`src/rtl/core_c1_sb_pkg.sv`:
```
// Shared constants for the two-master system-bus arbiter slice.
package core_c1_sb_pkg;

  localparam int SB_AW = 32;
  localparam int SB_DW = 32;
  localparam int SB_SW = 4;

  localparam logic [2:0] ST_IDLE  = 3'd0;
  localparam logic [2:0] ST_RADDR = 3'd1;
  localparam logic [2:0] ST_RDATA = 3'd2;
  localparam logic [2:0] ST_WADDR = 3'd3;
  localparam logic [2:0] ST_BRESP = 3'd4;

endpackage

```
`src/rtl/core_c1_sb_rr2.sv`:
```
// Two-requester selector: round-robin on contention, or fixed priority to
// requester 1. gnt_o is the index of the selected requester.
module core_c1_sb_rr2 #(
  parameter int RR_EN = 1
) (
  input  logic [1:0] req_i,
  input  logic       last_i,
  output logic       gnt_o
);

  always_comb begin
    if (req_i == 2'b11) begin
      gnt_o = (RR_EN != 0) ? ~last_i : 1'b1;
    end else begin
      gnt_o = req_i[1];
    end
  end

endmodule

```
`src/rtl/core_c1_sb_arb.sv`:
```
// Two-master to one-slave system-bus arbiter with a single outstanding
// transaction; slave and master outputs are pure muxes of registered state.
module core_c1_sb_arb
  import core_c1_sb_pkg::*;
#(
  parameter int RR_EN = 1
) (
  input  logic             clk,
  input  logic             rst,
  input  logic             sb_arvalid_m0,
  output logic             sb_arready_m0,
  input  logic [SB_AW-1:0] sb_araddr_m0,
  output logic             sb_rvalid_m0,
  input  logic             sb_rready_m0,
  output logic [SB_DW-1:0] sb_rdata_m0,
  input  logic             sb_wvalid_m0,
  output logic             sb_wready_m0,
  input  logic [SB_AW-1:0] sb_waddr_m0,
  input  logic [SB_DW-1:0] sb_wdata_m0,
  input  logic [SB_SW-1:0] sb_wstrb_m0,
  output logic             sb_bvalid_m0,
  input  logic             sb_bready_m0,
  output logic             sb_bresp_m0,
  input  logic             sb_arvalid_m1,
  output logic             sb_arready_m1,
  input  logic [SB_AW-1:0] sb_araddr_m1,
  output logic             sb_rvalid_m1,
  input  logic             sb_rready_m1,
  output logic [SB_DW-1:0] sb_rdata_m1,
  input  logic             sb_wvalid_m1,
  output logic             sb_wready_m1,
  input  logic [SB_AW-1:0] sb_waddr_m1,
  input  logic [SB_DW-1:0] sb_wdata_m1,
  input  logic [SB_SW-1:0] sb_wstrb_m1,
  output logic             sb_bvalid_m1,
  input  logic             sb_bready_m1,
  output logic             sb_bresp_m1,
  output logic             sb_arvalid_s,
  input  logic             sb_arready_s,
  output logic [SB_AW-1:0] sb_araddr_s,
  input  logic             sb_rvalid_s,
  output logic             sb_rready_s,
  input  logic [SB_DW-1:0] sb_rdata_s,
  output logic             sb_wvalid_s,
  input  logic             sb_wready_s,
  output logic [SB_AW-1:0] sb_waddr_s,
  output logic [SB_DW-1:0] sb_wdata_s,
  output logic [SB_SW-1:0] sb_wstrb_s,
  input  logic             sb_bvalid_s,
  output logic             sb_bready_s,
  input  logic             sb_bresp_s,
  output logic             arb_owner,
  output logic             arb_busy
);

  logic [2:0] state_q, state_d;
  logic       owner_q, owner_d;
  logic       last_q, last_d;
  logic [1:0] req;
  logic       gnt;
  logic       ownArvalid, ownRready, ownWvalid, ownBready;

  assign req = {sb_arvalid_m1 | sb_wvalid_m1, sb_arvalid_m0 | sb_wvalid_m0};

  core_c1_sb_rr2 #(.RR_EN(RR_EN)) u_rr2 (
    .req_i  (req),
    .last_i (last_q),
    .gnt_o  (gnt)
  );

  assign ownArvalid = owner_q ? sb_arvalid_m1 : sb_arvalid_m0;
  assign ownRready  = owner_q ? sb_rready_m1  : sb_rready_m0;
  assign ownWvalid  = owner_q ? sb_wvalid_m1  : sb_wvalid_m0;
  assign ownBready  = owner_q ? sb_bready_m1  : sb_bready_m0;

  // A master that withdraws its request before the address handshake simply
  // returns the bus to IDLE; last only moves on a completed response.
  always_comb begin
    state_d = state_q;
    owner_d = owner_q;
    last_d  = last_q;
    case (state_q)
      ST_IDLE: begin
        if (|req) begin
          owner_d = gnt;
          state_d = (gnt ? sb_arvalid_m1 : sb_arvalid_m0) ? ST_RADDR : ST_WADDR;
        end
      end
      ST_RADDR: begin
        if (!ownArvalid)       state_d = ST_IDLE;
        else if (sb_arready_s) state_d = ST_RDATA;
      end
      ST_RDATA: begin
        if (sb_rvalid_s && ownRready) begin
          state_d = ST_IDLE;
          last_d  = owner_q;
        end
      end
      ST_WADDR: begin
        if (!ownWvalid)       state_d = ST_IDLE;
        else if (sb_wready_s) state_d = ST_BRESP;
      end
      ST_BRESP: begin
        if (sb_bvalid_s && ownBready) begin
          state_d = ST_IDLE;
          last_d  = owner_q;
        end
      end
      default: state_d = ST_IDLE;
    endcase
  end

  always_ff @(posedge clk or posedge rst) begin
    if (rst) begin
      state_q <= ST_IDLE;
      owner_q <= 1'b0;
      last_q  <= 1'b1;
    end else begin
      state_q <= state_d;
      owner_q <= owner_d;
      last_q  <= last_d;
    end
  end

  assign sb_arvalid_s = (state_q == ST_RADDR) & ownArvalid;
  assign sb_araddr_s  = owner_q ? sb_araddr_m1 : sb_araddr_m0;
  assign sb_rready_s  = (state_q == ST_RDATA) & ownRready;
  assign sb_wvalid_s  = (state_q == ST_WADDR) & ownWvalid;
  assign sb_waddr_s   = owner_q ? sb_waddr_m1 : sb_waddr_m0;
  assign sb_wdata_s   = owner_q ? sb_wdata_m1 : sb_wdata_m0;
  assign sb_wstrb_s   = owner_q ? sb_wstrb_m1 : sb_wstrb_m0;
  assign sb_bready_s  = (state_q == ST_BRESP) & ownBready;

  assign sb_arready_m0 = (state_q == ST_RADDR) & ~owner_q & sb_arready_s;
  assign sb_arready_m1 = (state_q == ST_RADDR) &  owner_q & sb_arready_s;
  assign sb_rvalid_m0  = (state_q == ST_RDATA) & ~owner_q & sb_rvalid_s;
  assign sb_rvalid_m1  = (state_q == ST_RDATA) &  owner_q & sb_rvalid_s;
  assign sb_wready_m0  = (state_q == ST_WADDR) & ~owner_q & sb_wready_s;
  assign sb_wready_m1  = (state_q == ST_WADDR) &  owner_q & sb_wready_s;
  assign sb_bvalid_m0  = (state_q == ST_BRESP) & ~owner_q & sb_bvalid_s;
  assign sb_bvalid_m1  = (state_q == ST_BRESP) &  owner_q & sb_bvalid_s;

  assign sb_rdata_m0 = sb_rdata_s;
  assign sb_rdata_m1 = sb_rdata_s;
  assign sb_bresp_m0 = sb_bresp_s;
  assign sb_bresp_m1 = sb_bresp_s;

  assign arb_owner = owner_q;
  assign arb_busy  = (state_q != ST_IDLE);

endmodule
```
`config.mk`:
```
export PLATFORM = sky130hd
export DESIGN_NAME = core_c1_sb_arb
export DESIGN_NICKNAME = d
export VERILOG_FILES = /design/src/rtl/core_c1_sb_pkg.sv /design/src/rtl/core_c1_sb_rr2.sv /design/src/rtl/core_c1_sb_arb.sv
export SDC_FILE = /design/constraint.sdc
export NUM_CORES = 1
export LEC_CHECK = 0
export CORE_AREA = 2 2 165 167
export DETAILED_ROUTE_END_ITERATION = 10
export DIE_AREA = 0 0 167 169
export SLEW_MARGIN = 5
export SYNTH_ARGS = -nofsm -noshare
export SYNTH_HDL_FRONTEND = slang
export SYNTH_SLANG_ARGS = --single-unit
```
`constraint.sdc`:
```
create_clock -name clk -period 1.9 [get_ports clk]
set_input_delay 0.57 -clock clk [delete_from_list [all_inputs] [get_ports clk]]
set_output_delay 0.57 -clock clk [all_outputs]
set_load 0.02 [all_outputs]
```
After elaboration in Yosys (flattened, before gate mapping) --
Cells that the tools add are included.
Storage, ports and cells: register bits after elaboration 5, output and inout bits 180, logic and storage cells 68
Cells by class: equality and inequality tests 10, muxes and demuxes 22, bitwise gates (word level) 24, reduce and logical (&&, ||, !) cells 9
Operators by type and width (count):
- $mux W32 | 3
- $mux W3 | 7
- $and A1 B1 Y1 | 20
- $pmux W3 S5 | 1
- $mux W1 | 8
- $eq A3 B2 Y1 const B | 2
- $ne A2 B2 Y1 const B | 3
- $ne A3 B3 Y1 const B | 2
- $reduce_and A5 Y1 | 1
- $mux W4 | 1
- $eq A3 B1 Y1 const B | 1
- $eq A3 B3 Y1 const B | 1
- $logic_not A3 Y1 | 1
- $reduce_and A3 Y1 | 1
- $reduce_bool A3 Y1 | 1
- $eq A2 B2 Y1 const B | 1
- $logic_and A1 B1 Y1 | 2
- $mux W2 | 1
- $not A1 Y1 | 2
- $or A1 B1 Y1 | 2
- $pmux W1 S2 | 1
- $reduce_and A2 Y1 | 1
- $reduce_bool A2 Y1 | 1
- $reduce_or A2 Y1 | 1

Longest topological paths before layout --
depth after elaboration 7, gate-level depth with buffers 6

Cells and area by module --
From an unflattened synthesis, not the netlist that was laid out.
Unflattened totals: cell total of the unflattened synthesis 235, area total of the unflattened synthesis 2154.6 um^2
By module, submodules not included:
- core_c1_sb_arb | times used 1, cells an instance 234, area an instance 2143.3 um^2
- core_c1_sb_rr2 | times used 1, cells an instance 1, area an instance 11.3 um^2

Worst setup path after synthesis --
Ideal clock, no wire load.
path type register to output, start point register owner_q (netlist: arb_owner), end point output port sb_waddr_s[30], data arrival time 1448 ps, required time 1330 ps, setup slack -118 ps, stages on the path, launching flop included 5, path through dfrtp_1 > buf_6 > buf_2 > buf_2 > mux2_2
On the way: word-level cells in the longest chain between the ends 1
Ends and longest elaborated chain:
- from (decl) | RTL line core_c1_sb_arb.sv:57 | logic owner_q, owner_d;
- from (signal assigned) | RTL line core_c1_sb_arb.sv:120 | owner_q <= owner_d;
- $mux W32 | RTL line core_c1_sb_arb.sv:129 | assign sb_waddr_s = owner_q ? sb_waddr_m1 : sb_waddr_m0;
- to (decl) | RTL line core_c1_sb_arb.sv:46 | output logic [SB_AW-1:0] sb_waddr_s,
Every way passes these cells.

Worst setup path after layout --
start point register owner_q (netlist: arb_owner), end point output port sb_wdata_s[9]
On the way: word-level cells in the longest chain between the ends 1
Ends and longest elaborated chain:
- $mux W32 | RTL line core_c1_sb_arb.sv:130 | assign sb_wdata_s = owner_q ? sb_wdata_m1 : sb_wdata_m0;
- to (decl) | RTL line core_c1_sb_arb.sv:47 | output logic [SB_DW-1:0] sb_wdata_s,
Every way passes these cells.

==> impl_metrics.tcl <==
set metrics [dict create \
    relSlewSlack_pct 82.2 \
    numClockSinks 5 \
    setup_slack_ns -0.274 \
    first_pass_iters 2 \
    die_height_um 169 \
    cp_common_cell "buf_12" \
    status "finished, violations left" \
    violations "negative setup slack" \
    post-route-min-period_ns 2.17 \
    hold_path_class "input pin to asynchronous set/reset pin" \
    cts-buffers-inserted 3 \
    routedWlPerCell_um 14.4 \
    rows 60 \
    setup_viol_count_final 115 \
    start_util_pct 8.11 \
    dieArea_mm2 0.0282 \
    place_area_mm2 0.00552 \
    cts-root-buf "clkbuf_16" \
    vias 2897 \
    cts_hold_buf 0 \
    n_fill_cell 2879 \
    drt_wl_total_um 12800 \
    grt_use_total_pct 8.12 \
    power_frac_clock_pct 4.9 \
    dp_cells 854 \
    cp_data_required_time_ns 1.33 \
    ir_drop_mv 0.472 \
    antenna_found_initial 2 \
    grt_max_degree 16 \
    clkTransAtPathRegs_ns 0.03 \
    gp_congestion 0.705 \
    io_pins 427 \
    tightest_slew_ns 0.267 \
    p_sw_share_pct 42.5 \
    combPwrFrac_pct 91.3 \
    die_w_um 167 \
    fmax_mhz 460 \
    dp_hpwl_um 10300 \
    port_buffers 327 \
    grt_pass1_vias 3119 \
    cap_viol_max_count 0 \
    avgSynthCellArea_um2 8.99 \
    cts_buffer_depth 2 \
    multiInputGateArea_mm2 0.00168 \
    skew_ns 0.00137 \
    crit_buf_inv 4 \
    p_int_mw 4.00 \
    setup_tns_ns -19.16 \
    slowest_stage "dfrtp_4" \
    fin_area_mm2 0.00607 \
    grt_remaining_overflow 0 \
    htree_levels 1 \
    critical_path.cell_chain "buf_12 -> buf_12 -> buf_4 -> mux2_2 -> buf_2" \
    ff_latch_area_um2 133 \
    drive_above_1_share_pct 57.1 \
    coreArea_mm2 0.0265 \
    period_share_pct 114 \
    power.switching_mw 2.95 \
    critPathKind "flip-flop to output port" \
    drt_iter0_markers 20 \
    grt_pass1_wl_um 17600 \
    synth_seq_area_share_pct 5.88 \
    yosysWarnings 0 \
    syn_area_mm2 0.00215 \
    ant_nets 0 \
    cp-start-kind "flip-flop" \
    final_nets 791 \
    synth_cells 239 \
    cts_tree "done" \
    sequentialPowerShare_pct 3.8 \
    synthToLayoutAreaGrowth_pct 182 \
    finalMaxSlewViolations 0 \
    rsz0062_at_grt "yes" \
    synthesis.nets 486 \
    synth_top_area_share_pct 54.5 \
    synthTopCellsByArea "mux2_2, buf_4, dfrtp_1" \
    cp.arrival_ns 1.60 \
    clock_latency_ns 0.22 \
    cp_slowest_stage_delay_ns 0.51 \
    final_hold_viol_count 0 \
    cp_top_family "buffers and inverters" \
    post_synth_num_cell_types 26 \
    instances_no_fill 885 \
    power_density_mw_per_mm2 1150 \
    crit_fanout 15 \
    drc 0 \
    viasPerCell 3.27 \
    yosysTopAreaCell "mux2_2" \
    critPathCaptureType "output port" \
    p_leak_nw 2.48 \
    synth_seq_cells 5 \
]
[state kept, by name (all words and copies together), names as in the netlist]
name       count
state_q        3
arb_owner      1
last_q         1
[worst reg2reg max path: cells and delay by family (launching register included)]
kind | cells | cell delay (ns)
simple gates | 2 | 0.13
flops | 1 | 0.51
buf+inv | 4 | 0.50
mux | 2 | 0.63
compound gates | 1 | 0.22
[power groups by stage]
stage               clock network [mW]  registers [mW]  logic (mW)
floorplan                            0           0.216        2.88
global placement                     0           0.285        5.12
detailed placement                   0           0.283        5.11
CTS                              0.345           0.237        5.86
global route                     0.355           0.273        6.68
finish                           0.339           0.267        6.34
[synthesized netlist by cell type]
| library cell | number |
|---|---|
| mux2_2 | 104 |
| buf_4 | 66 |
| nor2_1 | 11 |
| nand2_1 | 9 |
| buf_2 | 6 |
| clkbuf_1 | 6 |
| inv_1 | 5 |
| o21ai_0 | 5 |
| dfrtp_1 | 4 |
| nand3_1 | 3 |
| a21oi_1 | 2 |
| and2_1 | 2 |
| mux2_4 | 2 |
| nand2b_1 | 2 |
| a21o_1 | 1 |
| a22oi_2 | 1 |
| buf_6 | 1 |
| dfstp_2 | 1 |
| mux2_1 | 1 |
| nand2_2 | 1 |
| nand3_2 | 1 |
| nor2b_1 | 1 |
| nor3_1 | 1 |
| nor3b_1 | 1 |
| nor4_1 | 1 |
| o221a_4 | 1 |
[kinds of logic after synthesis]
kind of cell / count (synthesis) / synth area share (%)
buffers and inverters: 84 / 26.9
muxes: 107 / 56.4
AOI/OAI and AO/OA: 10 / 3.49
DFF: 5 / 5.88
and+or+nand+nor: 33 / 7.28
[area by class of cell]
cell class              instances  share of cell area [%]
well taps                     341                    7.03
repair buffers                379                    61.3
clock buffers                   4                    1.30
inverters                       5                   0.413
multi-input cells             150                    27.7
diodes                          1                  0.0413
flip-flops and latches          5                    2.19
[cells in the final DEF, fill, tap and decap left out, types with 2 or more instances in the layout]
cell type / Yosys / routed
nand2_4: 0 / 2
a21oi_1: 2 / 2
buf_2: 6 / 57
nand2_1: 9 / 7
buf_6: 1 / 65
mux2_4: 2 / 16
nor2_4: 0 / 11
nand2b_4: 0 / 2
inv_2: 0 / 2
buf_8: 0 / 3
buf_12: 0 / 8
mux2_2: 104 / 90
dlygate4sd2_1: 0 / 6
buf_4: 66 / 26
dfrtp_2: 0 / 2
and2_4: 0 / 2
clkdlybuf4s50_1: 0 / 206
buf_16: 0 / 5
nand3_4: 0 / 4
clkbuf_16: 0 / 4
o21ai_0: 5 / 3
[timing repair]
action / 4_1_cts / 5_1_grt
pin swaps: 6 / 9
endpoints found under the setup margin: 116 / 118
gates resized for setup: 556 / 96
buffers inserted: 13 / 8
gates cloned: 5 / 1
endpoints found under the hold margin: 0 / 0
[per-stage QoR]
| step | hold slack [ns] | worst slack [ns] | util (%) | power (mW) |
|---|---|---|---|---|
| 2_1_floorplan | 0.348 | -0.0517 | - | 3.09 |
| 3_3_place_gp | 0.637 | -0.706 | 20.8 | 5.41 |
| 3_5_place_dp | 0.645 | -0.670 | 20.8 | 5.40 |
| 4_1_cts | 0.651 | -0.289 | 21.7 | 6.44 |
| 5_1_grt | 0.670 | -0.306 | 22.9 | 7.31 |
| 6_report | 0.622 | -0.274 | 22.9 | 6.95 |
[final timing paths]
kind / slack, ns / cells past startpoint / from / to
min reg2reg: 0.68 / 1 / last_q / last_q
max reg2reg: -0.21 / 9 / arb_owner / state_q[1]
min: 0.62 / 2 / rst / state_q[0]
min in group clk: 0.68 / 1 / last_q / last_q
max: -0.27 / 5 / arb_owner / sb_wdata_s[9]
max in group asynchronous: 1.04 / 2 / rst / last_q
[per-layer routing]
| metal | up-vias | part of all wire [%] | GRT usage, % |
|---|---|---|---|
| met5 | - | 0.10 | 0 |
| met4 | 2 | 2.1 | 2.17 |
| met3 | 31 | 10 | 3.04 |
| li1 | 1379 | - | - |
| met1 | 1273 | 31 | 7.25 |
| met2 | 212 | 57 | 16.8 |
(Power assumes the default switching activity.)
